File: src/rtl/deinterleaver_top.sv
// Receive-side block bit deinterleaver for the WiMAX OFDM PHY.
// Interleaved coded bits are written into a ping-pong pair of Ncbps-bit banks
// at their de-permuted address. A full bank is then streamed out in FEC order.
// Both sides use valid/ready handshakes.
module deinterleaver_top #(
  parameter int Ncbps = 192,
  parameter int Ncpc  = 2,
  parameter int s     = Ncpc / 2,
  parameter int d     = 16
) (
  input  logic clk,
  input  logic resetN,
  input  logic data_in,
  input  logic valid_in,
  output logic ready_out,
  output logic data_out,
  output logic valid_out,
  input  logic ready_in
);

  localparam int AW   = $clog2(Ncbps);
  localparam int COLS = Ncbps / d;
  localparam int CW   = (COLS > 1) ? $clog2(COLS) : 1;
  localparam int RW   = (d > 1) ? $clog2(d) : 1;
  localparam logic [AW-1:0] LAST = AW'(Ncbps - 1);

  // Inverse of the transmit permutation; only evaluated at elaboration.
  function automatic int k_of(input int jj);
    int m;
    m = s * (jj / s) + ((jj + (d * jj) / Ncbps) % s);
    return d * m - (Ncbps - 1) * ((d * m) / Ncbps);
  endfunction

  logic [Ncbps-1:0] bank [2];
  logic [1:0]       full;
  logic             wr_sel;
  logic             rd_sel;
  logic [AW-1:0]    j;
  logic [AW-1:0]    r;
  logic [AW-1:0]    k;
  logic             in_xfer;
  logic             wr_last;
  logic             rd_load;
  logic             rd_last;

  // Input is accepted only while the bank being filled is free; held low in reset.
  assign ready_out = resetN & ~full[wr_sel];
  assign in_xfer   = valid_in & ready_out;
  assign wr_last   = in_xfer && (j == LAST);

  // A new bit is loaded whenever the output register is empty or being consumed.
  assign rd_load   = full[rd_sel] & (~valid_out | ready_in);
  assign rd_last   = rd_load && (r == LAST);

  generate
    if (s == 1) begin : g_ctr
      // For s=1 the address is d*col + row; col/row are walked incrementally so
      // k steps by d along a row and restarts at the next row index on wrap.
      logic [CW-1:0] col;
      logic [RW-1:0] row;
      logic [AW-1:0] k_reg;

      // Row/column walk of the write address.
      always_ff @(posedge clk or negedge resetN) begin
        if (!resetN) begin
          col   <= '0;
          row   <= '0;
          k_reg <= '0;
        end else if (in_xfer) begin
          if (wr_last) begin
            col   <= '0;
            row   <= '0;
            k_reg <= '0;
          end else if (col == CW'(COLS - 1)) begin
            col   <= '0;
            row   <= row + 1'b1;
            k_reg <= AW'(row) + 1'b1;
          end else begin
            col   <= col + 1'b1;
            k_reg <= k_reg + AW'(d);
          end
        end
      end

      assign k = k_reg;
    end else begin : g_tab
      // For s>1 the second permutation breaks the simple stride, so the
      // address comes from a constant table indexed by j.
      logic [AW-1:0] k_tab [Ncbps];
      for (genvar i = 0; i < Ncbps; i++) begin : g_ent
        assign k_tab[i] = AW'(k_of(i));
      end
      assign k = k_tab[j];
    end
  endgenerate

  // Write-side bit counter and bank pointer.
  always_ff @(posedge clk or negedge resetN) begin
    if (!resetN) begin
      j      <= '0;
      wr_sel <= 1'b0;
    end else if (in_xfer) begin
      if (wr_last) begin
        j      <= '0;
        wr_sel <= ~wr_sel;
      end else begin
        j <= j + 1'b1;
      end
    end
  end

  // Full flags: set by the writer on its last bit, cleared by the reader on its
  // last load. Both can fire in one cycle but always on different banks.
  always_ff @(posedge clk or negedge resetN) begin
    if (!resetN) begin
      full <= 2'b00;
    end else begin
      if (wr_last) full[wr_sel] <= 1'b1;
      if (rd_last) full[rd_sel] <= 1'b0;
    end
  end

  // Bank storage; contents are don't-care until written, so no reset.
  always_ff @(posedge clk) begin
    if (in_xfer) bank[wr_sel][k] <= data_in;
  end

  // Read side: registered output that holds under backpressure.
  always_ff @(posedge clk or negedge resetN) begin
    if (!resetN) begin
      r         <= '0;
      rd_sel    <= 1'b0;
      data_out  <= 1'b0;
      valid_out <= 1'b0;
    end else if (rd_load) begin
      data_out  <= bank[rd_sel][r];
      valid_out <= 1'b1;
      if (rd_last) begin
        r      <= '0;
        rd_sel <= ~rd_sel;
      end else begin
        r <= r + 1'b1;
      end
    end else if (valid_out && ready_in) begin
      valid_out <= 1'b0;
    end
  end

endmodule

File: config.mk
export PLATFORM = sky130hd
export DESIGN_NAME = deinterleaver_top
export DESIGN_NICKNAME = d
export VERILOG_FILES = /design/src/rtl/deinterleaver_top.sv
export SDC_FILE = /design/constraint.sdc
export NUM_CORES = 1
export LEC_CHECK = 0
export ABC_AREA = 1
export ABC_CLOCK_PERIOD_IN_PS = 2780
export CORE_UTILIZATION = 28
export DETAILED_ROUTE_END_ITERATION = 7
export GPL_TIMING_DRIVEN = 0
export SETUP_SLACK_MARGIN = 0.5
export SLEW_MARGIN = 20
export SYNTH_ARGS = -nofsm -noshare
export SYNTH_HDL_FRONTEND = slang
export SYNTH_SLANG_ARGS = --single-unit
export TNS_END_PERCENT = 50
File: constraint.sdc
create_clock -name clk -period 2.78 [get_ports clk]
set_input_delay 0.695 -clock clk [delete_from_list [all_inputs] [get_ports clk]]
set_output_delay 0.695 -clock clk [all_outputs]
set_load 0.05 [all_outputs]
==> impl_metrics.toml <==
[timing]
tightest_slew_ps = 1030
setup_slack_ps = 315
timing.fmax_mhz = 406
period_minus_slack_ps = 2470
finalHoldViolCount = 0
period_share_pct = 88.7
rsz0062_at_grt = "true"
finalSetupTns_ps = 0
holdWs_ps = 29.3
setup_violations = 0
max_slew_margin_pct = 31.1
clock_skew_ps = 21.5
slew_viol_final = 0

[synthesis]
synth_cell_type_count = 37
syn_area_per_cell_um2 = 10.0
synthesis.area_mm2 = 0.0201
synth_warnings = 0
syn_nets = 2013
synthArstFlopShare_pct = 9.00
synth_seq_area_share_pct = 62.2
synth_edf_count = 384
yosys_register_bits = 422
netlist_instances = 2000
synthFlopType = "edfxtp_1"

[die]
dieHeight_um = 270
die_width_um = 270
pin_count = 8
std_cell_rows = 97
die_area_mm2 = 0.0727
start_util_pct = 28.5
core_mm2 = 0.0705

[global_route]
grt_overflow = 0
grt_pass1_vias = 16200
antenna_found_initial = 1
grt_max_degree = 155
grt_util_all_layers_pct = 22.5
grt_pass1_wl_um = 117000

[route]
wl_per_cell_um = 28.1
vias = 17500
drt_iter0_drc = 2956
viasPerCell = 5.69
drt-total-wl_um = 86600
remaining_drc_errors = 0
antenna_left = 0
dr.pass1.iters = 6

[cells_and_area]
drive_above_1_share_pct = 18.6
multiInputGateArea_mm2 = 0.00726
largest_reg_flops = 384
fin_nets = 2112
fill_cells = 6906
syn_to_final_growth_pct = 23.9
final_cells = 3078
regMostFlops = "bank"
register_area_mm2 = 0.0125

[pwr]
ir_worst_vdd_mv = 0.394
total_power_w = 0.0156
powerDensity_mw_per_mm2 = 627
cellLeakagePower_nw = 8.55

[worst_setup_path]
critPathKind = "flop to flop"
critPathArrivalTime_ps = 2760
crit_required_ps = 3070
r2r_start = "wr_sel"
reg2regPathDepth = 12
startpoint = "wr_sel"
worstPathMaxFanout = 5
critPathCaptureType = "flop"
startpoint_type = "flop"

[placed_design]
post-place-cells = 2950
dp_slack_ps = -985
io_buffer_count = 7
dp_hpwl_um = 51900
globalplace.congestion = 1.00

[clock_tree]
cts_buffers = 46
cts.path.max_buffers = 3
clock_latency_ps = 610
cts-root-buf = "clkbuf_16"
clkTransAtPathRegs_ps = 60
tritoncts = "built"
htree_levels = 2
cts_sinks = 422

[run_status]
status = "finished clean"

[job]
drv_cap = 0

[worst_hold_path]
hp-class = "primary input to async pin"
## stage by stage
step / utilization, % / instance area, µm²
CTS: 33.7 / 23800
floorplan: - / 20200
global route: 35.2 / 24800
finish: 35.2 / 24900
global placement: 30.4 / 21400
detailed placement: 30.5 / 21500
## critical path: stages, from the launching register on
cell and delay, ps:
dfrtp_1 370, buf_6 130, nand2_4 60, nand2_4 50
a21oi_4 280, nand2_4 120, buf_12 150, nor3_4 150
buf_12 160, nand3_4 150, buf_12 190, clkbuf_16 180
nor3_2 140
## synthesized netlist by cell type, types with 2 or more instances
master    count  area (µm²)
inv_2         5        18.8
xor2_1        5        43.8
or2_2         3        18.8
o21ai_0      53         265
inv_1        47         176
nor2_2        2        12.5
nand2_1     399        1500
nand4_1       5        31.3
o211ai_1     11        82.6
buf_6         7        78.8
buf_2        33         165
nand3_1     289        1450
clkbuf_1    137         514
a21oi_1      42         210
nor4_1        2        12.5
edfxtp_1    384       11500
nor3_2       64         641
buf_1        16        60.1
nor2_1      101         379
dfrtp_1      38         951
ha_1          8         100
nand3_4       3        52.6
nor3_1      332        1660
## cell type report
type | instances | area share, %
Antenna cell | 3 | 0.0302
Buffer | 194 | 6.33
Clock buffer | 58 | 4.94
Clock inverter | 26 | 0.841
Inverter | 54 | 0.871
Multi-Input combinational cell | 1330 | 29.2
Sequential cell | 422 | 50.2
Tap cell | 940 | 4.73
Timing Repair Buffer | 51 | 2.81
## where the power goes
| part | switching, W | leakage (nW) | internal (W) | total [W] |
|---|---|---|---|---|
| clock network | 0.00268 | 0.709 | 0.00341 | 0.00609 |
| logic | 0.00174 | 3.94 | 0.000529 | 0.00227 |
| registers | 0.000147 | 3.90 | 0.00708 | 0.00722 |
| total | 0.00457 | 8.55 | 0.0110 | 0.0156 |
## per-layer routing
| layer | up-vias | GRT usage, % | wire (µm) |
|---|---|---|---|
| met5 | - | 0 | 47 |
| met4 | 2 | 14.0 | 6030 |
| met3 | 315 | 6.63 | 13000 |
| met2 | 1411 | 33.1 | 37100 |
| met1 | 8471 | 28.9 | 30500 |
| li1 | 7306 | - | - |
## cell usage in the layout (no fill, tap or decap), types with 47 or more instances in the layout
master	instances
nand2_1	385
edfxtp_1	384
nor3_1	284
nand3_1	283
nor2_1	99
clkbuf_1	64
nor3_2	62
clkbuf_16	60
o21ai_0	51
nor3_4	51
inv_1	47
## what timing repair did
item,4_1_cts,5_1_grt
hold buffers,1,0
gates resized for setup,203,258
endpoints found under the hold margin,13,0
setup endpoints to repair,384,296
pin swaps,4,6
cloned,3,8
buffers inserted,13,16
## cell families after synthesis
| logic type | count (synthesis) | share of synthesized area [%] |
|---|---|---|
| AOI/OAI and AO/OA | 111 | 2.97 |
| adders and majority gates | 8 | 0.499 |
| buffers and inverters | 248 | 5.13 |
| DFF | 422 | 62.2 |
| muxes | 1 | 0.0499 |
| xor gates and xnor gates | 5 | 0.218 |
| and+or+nand+nor | 1205 | 28.9 |
## final timing paths
| kind | endpoint | slack (ps) |
|---|---|---|
| min reg2reg | j[0] | 510 |
| min in group clk | j[0] | 510 |
| min | full[0] | 30 |
| max in group asynchronous | g_ctr.col[2] | 1720 |
| max | bank[1][100] | 310 |
| max reg2reg | bank[1][100] | 310 |
Note: power is estimated with default switching activity, not from simulation.
